==> config.mk <==
export PLATFORM = sky130hd
export DESIGN_NAME = ifc_rr_scheduler
export DESIGN_NICKNAME = d
export VERILOG_FILES = /design/src/rtl/ifc_sched_pkg.sv /design/src/rtl/ifc_datapath.sv /design/src/rtl/ifc_rr_scheduler.sv
export SDC_FILE = /design/constraint.sdc
export NUM_CORES = 1
export LEC_CHECK = 0
export ABC_AREA = 1
export CORE_MARGIN = 2
export CORE_UTILIZATION = 40
export CTS_CLUSTER_SIZE = 10
export DETAILED_ROUTE_END_ITERATION = 7
export PLACE_DENSITY = 0.86
export SETUP_SLACK_MARGIN = 0.1
export SLEW_MARGIN = 0
export SYNTH_ARGS = -nofsm -noshare
export SYNTH_HDL_FRONTEND = slang
export SYNTH_SLANG_ARGS = --single-unit
==> constraint.sdc <==
create_clock -name CLK -period 3.01 [get_ports CLK]
set_input_delay 0.7525 -clock CLK [delete_from_list [all_inputs] [get_ports CLK]]
set_output_delay 0.7525 -clock CLK [all_outputs]
set_load 0.01 [all_outputs]
==> src/rtl/ifc_sched_pkg.sv <==
// +----------------------------------------------------------------------------+
// | ifc_sched_pkg: shared types, widths and round-robin pick for the scheduler |
// | Rev 1.0 - initial release                                                  |
// +----------------------------------------------------------------------------+
`default_nettype none

package ifc_sched_pkg;

  localparam int c_AB_W    = 8;
  localparam int c_XY_W    = 16;
  localparam int c_Q_W     = 8;
  localparam int c_Z_W     = 8;
  localparam int c_MAX_REQ = 8;
  localparam int c_MAX_IDW = 3;

  typedef enum logic [1:0] {
    IDLE = 2'd0,
    EXEC = 2'd1,
    RESP = 2'd2
  } state_t;

  typedef struct packed {
    logic [c_AB_W-1:0] a;
    logic [c_AB_W-1:0] b;
    logic [c_XY_W-1:0] x;
    logic [c_XY_W-1:0] y;
    logic [c_Q_W-1:0]  q;
  } operand_t;

  typedef struct packed {
    logic                 found;
    logic [c_MAX_IDW-1:0] idx;
  } pick_t;

  // First asserted bit searching ptr, ptr+1, ... modulo n (n <= c_MAX_REQ).
  function automatic pick_t rr_pick(input logic [c_MAX_REQ-1:0] valid,
                                    input logic [c_MAX_IDW-1:0] ptr,
                                    input int                   n);
    pick_t                r;
    logic [c_MAX_IDW-1:0] cand;
    r = '0;
    for (int k = 0; k < c_MAX_REQ; k++) begin
      cand = c_MAX_IDW'((int'(ptr) + k) % n);
      if (k < n && !r.found && valid[cand]) begin
        r.found = 1'b1;
        r.idx   = cand;
      end
    end
    return r;
  endfunction

endpackage

`default_nettype wire

==> src/rtl/ifc_datapath.sv <==
// +----------------------------------------------------------------------------+
// | ifc_datapath: combinational interface datapath, Z = ((A|B) | (X+Y-Q))[7:0] |
// | Rev 1.0 - initial release                                                  |
// +----------------------------------------------------------------------------+
`default_nettype none

module ifc_datapath
  import ifc_sched_pkg::*;
(
  input  logic [c_AB_W-1:0] A,
  input  logic [c_AB_W-1:0] B,
  input  logic [c_XY_W-1:0] X,
  input  logic [c_XY_W-1:0] Y,
  input  logic [c_Q_W-1:0]  Q,
  output logic [c_Z_W-1:0]  Z
);

  logic [c_XY_W-1:0] w_s;
  logic [c_XY_W-1:0] w_d;
  logic [c_XY_W-1:0] w_l;
  logic [c_XY_W-1:0] w_zfull;

  // All sums wrap modulo 2^16 by construction of the 16-bit operands.
  assign w_s     = X + Y;
  assign w_d     = w_s - c_XY_W'(Q);
  assign w_l     = c_XY_W'((A & B) | (A ^ B));
  assign w_zfull = w_l | w_d;
  assign Z       = w_zfull[c_Z_W-1:0];

endmodule

`default_nettype wire

==> src/rtl/ifc_rr_scheduler.sv <==
// +----------------------------------------------------------------------------+
// | ifc_rr_scheduler: round-robin sharing of one ifc_datapath among NREQ ports |
// | Rev 1.0 - initial release                                                  |
// +----------------------------------------------------------------------------+
`default_nettype none

module ifc_rr_scheduler
  import ifc_sched_pkg::*;
#(
  parameter int NREQ = 4,
  parameter int IDW  = 2
) (
  input  logic                          CLK,
  input  logic                          RST,
  input  logic [NREQ-1:0]               REQ_VALID,
  output logic [NREQ-1:0]               REQ_READY,
  input  logic [NREQ-1:0][c_AB_W-1:0]   REQ_A,
  input  logic [NREQ-1:0][c_AB_W-1:0]   REQ_B,
  input  logic [NREQ-1:0][c_XY_W-1:0]   REQ_X,
  input  logic [NREQ-1:0][c_XY_W-1:0]   REQ_Y,
  input  logic [NREQ-1:0][c_Q_W-1:0]    REQ_Q,
  output logic                          RSP_VALID,
  input  logic                          RSP_READY,
  output logic [IDW-1:0]                RSP_ID,
  output logic [c_Z_W-1:0]              RSP_Z,
  output logic                          BUSY
);

  state_t           r_state;
  state_t           w_state_nxt;
  logic [IDW-1:0]   r_ptr;
  logic [IDW-1:0]   r_id;
  logic [IDW-1:0]   w_win;
  operand_t         r_op;
  logic [c_Z_W-1:0] r_rsp_z;
  logic [c_Z_W-1:0] w_z;
  logic             r_rsp_valid;
  pick_t            w_pick;
  logic             w_accept;
  logic             w_rsp_hs;

  assign w_pick = rr_pick(c_MAX_REQ'(REQ_VALID), c_MAX_IDW'(r_ptr), NREQ);
  assign w_win  = IDW'(w_pick.idx);

  always_comb begin
    w_state_nxt = r_state;
    REQ_READY   = '0;
    w_accept    = 1'b0;
    w_rsp_hs    = 1'b0;
    case (r_state)
      IDLE: begin
        if (w_pick.found) begin
          REQ_READY[w_win] = 1'b1;
          w_accept         = 1'b1;
          w_state_nxt      = EXEC;
        end
      end
      EXEC: w_state_nxt = RESP;
      RESP: begin
        if (RSP_READY) begin
          w_rsp_hs    = 1'b1;
          w_state_nxt = IDLE;
        end
      end
      default: w_state_nxt = IDLE;
    endcase
  end

  always_ff @(posedge CLK) begin
    if (RST) r_state <= IDLE;
    else     r_state <= w_state_nxt;
  end

  // Operands are latched at grant so requester changes cannot disturb the result.
  always_ff @(posedge CLK) begin
    if (RST) begin
      r_ptr       <= '0;
      r_id        <= '0;
      r_op        <= '0;
      r_rsp_z     <= '0;
      r_rsp_valid <= 1'b0;
    end else begin
      if (w_accept) begin
        r_op <= '{a: REQ_A[w_win], b: REQ_B[w_win], x: REQ_X[w_win],
                  y: REQ_Y[w_win], q: REQ_Q[w_win]};
        r_id <= w_win;
      end
      if (r_state == EXEC) begin
        r_rsp_z     <= w_z;
        r_rsp_valid <= 1'b1;
      end
      if (w_rsp_hs) begin
        r_rsp_valid <= 1'b0;
        r_ptr       <= (r_id == IDW'(NREQ - 1)) ? '0 : r_id + IDW'(1);
      end
    end
  end

  ifc_datapath u_datapath (
    .A (r_op.a),
    .B (r_op.b),
    .X (r_op.x),
    .Y (r_op.y),
    .Q (r_op.q),
    .Z (w_z)
  );

  assign RSP_VALID = r_rsp_valid;
  assign RSP_ID    = r_id;
  assign RSP_Z     = r_rsp_z;
  assign BUSY      = (r_state != IDLE);

endmodule

`default_nettype wire

; Word-level counts from Yosys, hierarchy flattened
; Index checks and enable logic that the tools add are counted.
[totals]
wordCells = 82
ff_bits = 55
mem_count = 0
rom_bits = 0
ramBits = 0
latchBits = 0
[op_classes]
order_cmp = 6
mux = 34
eq_ne = 5
n_shift = 0
n_reduce_logical = 14
div_mod_pow = 0
n_bitwise = 7
addsub = 6
n_mul = 0
[op_table]
columns = operator, count
row1 = $bmux W16 S2, 2
row2 = $bmux W8 S2, 3
row3 = $mux W8, 5
row4 = $mux W4, 6
row5 = $or A8 B8 Y8, 2
row6 = $lt A3 B4 Y1 const B, 3
row7 = $bmux W1 S3, 3
row8 = $mux W1, 9
row9 = $add A8 B8 Y8, 1
row10 = $and A8 B8 Y8, 1
row11 = $reduce_or A2 Y1, 4
row12 = $sub A8 B8 Y8, 1
row13 = $xor A8 B8 Y8, 1
row14 = $mux W2, 3
row15 = $pmux W2 S3, 1
row16 = $add A2 B1 Y2 const B, 2
row17 = $add A2 B2 Y2 const B, 2
row18 = $eq A2 B2 Y1 const B, 2
row19 = $logic_and A1 B1 Y1, 4
row20 = $lt A2 B4 Y1 const B, 1
row21 = $ne A2 B2 Y1 const B, 2
row22 = $and A1 B1 Y1 const A, 3
row23 = $logic_not A1 Y1, 3
row24 = $lt A2 B3 Y1 const B, 1
row25 = 7 further kinds, 7

; Longest topological paths before layout
[logic_depth]
depth_word = 19
depth_mapped = 17
depth_no_buf = 15

; Modules after synthesis
; From an unflattened synthesis, not the netlist that was laid out.
[unflattened]
hier_cells = 1117
hier_area_um2 = 5977.0
[modules_own_cells]
columns = mod, area_each_um2, cells_each, seq_area_each_um2, n_inst
row1 = ifc_rr_scheduler, 5273.8, 991, 1421.4, 1
row2 = ifc_datapath, 703.2, 126, 0.0, 1

; Worst setup path after synthesis
; No wires, ideal clock.
[synth_path]
path_type = input-to-output
start = input REQ_VALID[3]
end = output REQ_READY[1]
path_slack_ns = 0.202
arrival_time_ns = 2.056
stages = 11
path_cell_list = inv_1 > nand2_2 > nand3_1 > nand2_1 > nor2_2 > nand3_2 > nand2_4 > nand2_2 > buf_6 > buf_4 > nor3_1
[synth_between]
elab_chain_len = 18
word_cells_on_any_way = 25
[synth_rtl]
columns = element, line_no
row1 = "start, declared", ifc_rr_scheduler.sv:15  ; input logic [NREQ-1:0] REQ_VALID,
row2 = $bmux W1 S2, ifc_sched_pkg.sv:44  ; if (k < n && !r.found && valid[cand]) begin
row3 = $mux W1 (implied by the code), ifc_sched_pkg.sv:44
row4 = $mux W4, ifc_sched_pkg.sv:44
row5 = $logic_not A1 Y1, ifc_sched_pkg.sv:44
row6 = $logic_and A1 B1 Y1, ifc_sched_pkg.sv:44
row7 = $mux W4, ifc_sched_pkg.sv:44
row8 = $logic_not A1 Y1, ifc_sched_pkg.sv:44
row9 = $logic_and A1 B1 Y1, ifc_sched_pkg.sv:44
row10 = [... 2 more ...], --
row11 = $logic_and A1 B1 Y1, ifc_sched_pkg.sv:44
row12 = $mux W4 *, ifc_sched_pkg.sv:44
row13 = $lt A2 B3 Y1 (implied by the code) or $ge A2 B1 Y1 (tied branches), ifc_rr_scheduler.sv:53  ; REQ_READY[w_win] = 1'b1;
row14 = $logic_and A1 B1 Y1 (implied by the code), ifc_rr_scheduler.sv:53
row15 = $mux W1 (implied by the code), ifc_rr_scheduler.sv:53
row16 = $demux W1 S2, ifc_rr_scheduler.sv:53
row17 = $mux W4 *, ifc_rr_scheduler.sv:52  ; if (w_pick.found) begin
row18 = $mux W4 *, ifc_rr_scheduler.sv:50  ; case (r_state)
row19 = "end, declared", ifc_rr_scheduler.sv:16  ; output logic [NREQ-1:0] REQ_READY,
; Every way passes the cells marked *; elsewhere a longest branch is shown, timed or not. The select of a mux whose other input is x is not followed.

; Worst setup path after layout
[layout_path]
start = input REQ_VALID[2]
end = output REQ_READY[0]
; The elaborated chain is that of the path after synthesis.

==> results.cfg <==
[pwr]
powerDensity_nw_per_um2 = 536
p_leak_nw = 3.89
power_frac_clock = 0.158
p_sw_mw = 1.63
ir_worst_vdd_mv = 0.366
internal_power_mw = 2.17
switching_share = 0.428
combPwrFrac = 0.580
seq_power_share = 0.262

[synthesis]
syn-num-nets = 1097
synthTopCellsByCount = 223 x nand2_1, 213 x inv_1, 178 x nand3_1, 55 x dfxtp_1, 29 x a21oi_1
ys_warn_count = 0
synth_cell_types = 33
synthArstFlopShare = 0
synth_edf_count = 0
synth_flop_cell = dfxtp_1
netlist.area_leader.share = 0.229
yosysMostFrequentCell = nand2_1
synth_area_leaders = dfxtp_1 23%, nand3_1 19%, nand2_1 17%
avgSynthCellArea_um2 = 5.65
yosysSeqAreaShare = 0.229
synthCells = 850
yosys.area.top_type = dfxtp_1
netlist_area_um2 = 4800
ys_ff_latch = 55

[timing]
relSlewSlack = 0.513
rsz0062_at_grt = yes
final.setup_skew_ps = 6.86
layout_min_cycle_time_ps = 2840
slew_viol_final = 0
setup_viol = 0
fmax_ghz = 0.353
fin_tns_setup_ps = 0
worst_pin_slew_ps = 730
hold_viol_final = 0
holdWs_ps = 502
finalCritPeriodShare = 0.942

[worst_setup_path]
cpMaxStageDelayCell = dlygate4sd2_1
reg2reg_slack_ps = 390
slowest_delay_ps = 250
critical_path_arrival_ps = 2080
r2r-start = r_ptr[1]$_SDFFE_PP0P_
cp_top_family = simple AND/OR/NAND/NOR gates
cp-end-kind = output pin
critPathBufInv = 5
rr_worst_depth = 15
cp-start-kind = primary input
required_ps = 2260
crit_chain = dlygate4sd2_1 > inv_2 > nand2_2 > nand2_2 > nand2_2 > nand2_4 > nor2_2 > nor2_2 > nand2_4 > nand2_4 > inv_2 > nor2_4 > inv_2 > nor2_1 > buf_2
criticalPathCategory = in -> out
crit_fanout = 4
regToRegEndpoint = r_op[29]$_SDFFE_PP0P_

[die]
io_pins = 247
start_util = 0.405
fp.dieW_um = 114
dieArea_um2 = 12900
design.core.area_um2 = 11900
die_h_um = 114
rows = 40

[layout]
layout.nets = 1268
drive_gt1_frac = 0.0822
syn2layout_area_growth_pct = 47.2
diodes = 0
fin_util = 0.596

[routing]
detail-route-antenna-nets = 0
drt-total-wl_um = 14600
drtPass1Iterations = 5
post_drt_via_cell_ratio = 4.79
drc = 0
routedWlPerCell_um = 12.5
dr.first_iter.drc_count = 338
via_count = 5605

[placed_design]
gp_congestion = 0.923
io_buffer_count = 182
dp_hpwl_um = 10900

[cts]
h-tree-depth = 2
cts.sinks = 55
cts-root-buf = clkbuf_16
clock_path_buffers = 2
clkTransAtPathRegs_ps = 70
numCtsBuffers = 5
cts_tree = done
clk_latency_ps = 290
cts_hold_buf = 0

[grt]
grt_use_met3 = 0.0430
grt_max_degree = 76
antenna_found_initial = 1
grt_use_total = 0.227
grt_overflow = 0
use_met2 = 0.400
grt_pass1_wl_um = 24100
busiest_layer = met2
met1_usage = 0.279
grt_pass1_vias = 5279

[flow_run]
maxCapViolCount = 0

[worst_hold_path]
whs_endpoint = RSP_Z[1]$_SDFFE_PP0N_
hold_depth = 2
hold_path_startpoint = r_op[41]$_SDFFE_PP0P_
hold_path.class = reg -> reg

[run_status]
status = finished clean
-- worst register-to-register path, cell delays in order (launching register included) --
cell and delay, ps:
dfxtp_1 480, inv_2 140, nand2_2 80, nand2_2 90
nand2_2 80, nand2_1 100, nor2_4 100, nand3_2 100
nand2_4 90, buf_4 100, buf_4 530, nand3_1 210
nand3_1 130, nand3_1 160, nand2_1 90, inv_1 40
-- cells by family (layout without fill, tap and decap cells) --
| family | Yosys count | count (layout) | share of synthesized area |
|---|---|---|---|
| flops | 55 | 55 | 0.229 |
| fa+ha+maj | 16 | 16 | 0.0526 |
| buf+inv | 261 | 433 | 0.217 |
| compound gates | 60 | 60 | 0.0734 |
| simple gates | 450 | 450 | 0.413 |
| xor+xnor | 8 | 8 | 0.0146 |
-- layout by cell type (no fill, tap or decap), types with 2 or more instances in the layout --
master	synthesis	routed
buf_2	8	4
nor3_2	0	2
inv_1	213	207
nand3_2	1	2
nand3_1	178	175
buf_4	4	21
o221ai_1	3	3
nand2_4	1	8
or2_0	3	3
clkbuf_16	0	5
nor3_1	4	2
buf_12	0	3
ha_1	9	9
clkdlybuf4s15_1	0	2
a21oi_2	1	2
dfxtp_1	55	55
clkdlybuf4s50_1	0	174
or2_1	6	6
xnor2_1	2	2
o211ai_1	10	10
nor2_4	0	2
nand2_1	223	213
a21oi_1	29	28
fa_1	7	7
xor2_1	6	6
nor2_1	22	17
nand2_2	9	12
nor2_2	2	5
dlygate4sd2_1	0	2
o21ai_0	12	12
nand3_4	0	2
inv_2	5	11
a41oi_1	2	2
-- metrics by stage --
stage	cells	cell area, um^2	setup slack [ps]	power, mW
after floorplan	850	4800	202	2.42
after global placement	1157	6790	-568	3.09
after detailed placement	1157	6790	-639	3.14
after CTS	1166	6970	108	3.78
after global routing	1169	7070	44.4	4.15
final	1169	7070	174	3.79
-- how the worst max path moves through the flow --
stage / cells after the start / slack [ps] / startpoint / to
6_report: 15 / 170 / REQ_VALID[2] / REQ_READY[0]
5_1_grt: 12 / 40 / REQ_VALID[0] / REQ_READY[1]
4_1_cts: 12 / 110 / REQ_VALID[0] / REQ_READY[1]
3_5_place_dp: 14 / -640 / REQ_VALID[0] / REQ_READY[0]
3_3_place_gp: 14 / -570 / REQ_VALID[0] / REQ_READY[0]
2_1_floorplan: 11 / 200 / REQ_VALID[3] / REQ_READY[1]
-- power by group through the flow --
stage	Sequential [mW]	Clock [mW]	Combinational [mW]
finish	0.995	0.600	2.20
global route	1.01	0.641	2.50
CTS	0.993	0.609	2.18
detailed placement	1.01	0	2.13
global placement	1.00	0	2.09
floorplan	0.997	0	1.43
-- sequential cells by signal, summed over array words and instances, names as in the netlist --
| name | count |
|---|---|
| RSP_ID | 2 |
| r_ptr | 2 |
| r_state | 2 |
| RSP_Z | 8 |
| r_op | 40 |
| RSP_VALID | 1 |
-- layout make-up --
type	count	area, um^2
Fill cell	1124	4790
Timing Repair Buffer	207	2030
Sequential cell	55	1100
Clock buffer	6	139
Clock inverter	2	13.8
Inverter	218	818
Tap cell	147	184
Multi-Input combinational cell	534	2790
-- metal layers --
metal,wire length [um],up-vias
met3,934,33
met5,13,-
li1,-,2909
met4,383,2
met2,7220,186
met1,6060,2475
-- what timing repair did --
action | in CTS | in global routing
endpoints found under the setup margin | 5 | 4
pin swaps | 8 | 15
resized for setup | 38 | 23
buffers inserted | 1 | 3
No activity file was read; power rests on OpenSTA's default activity.
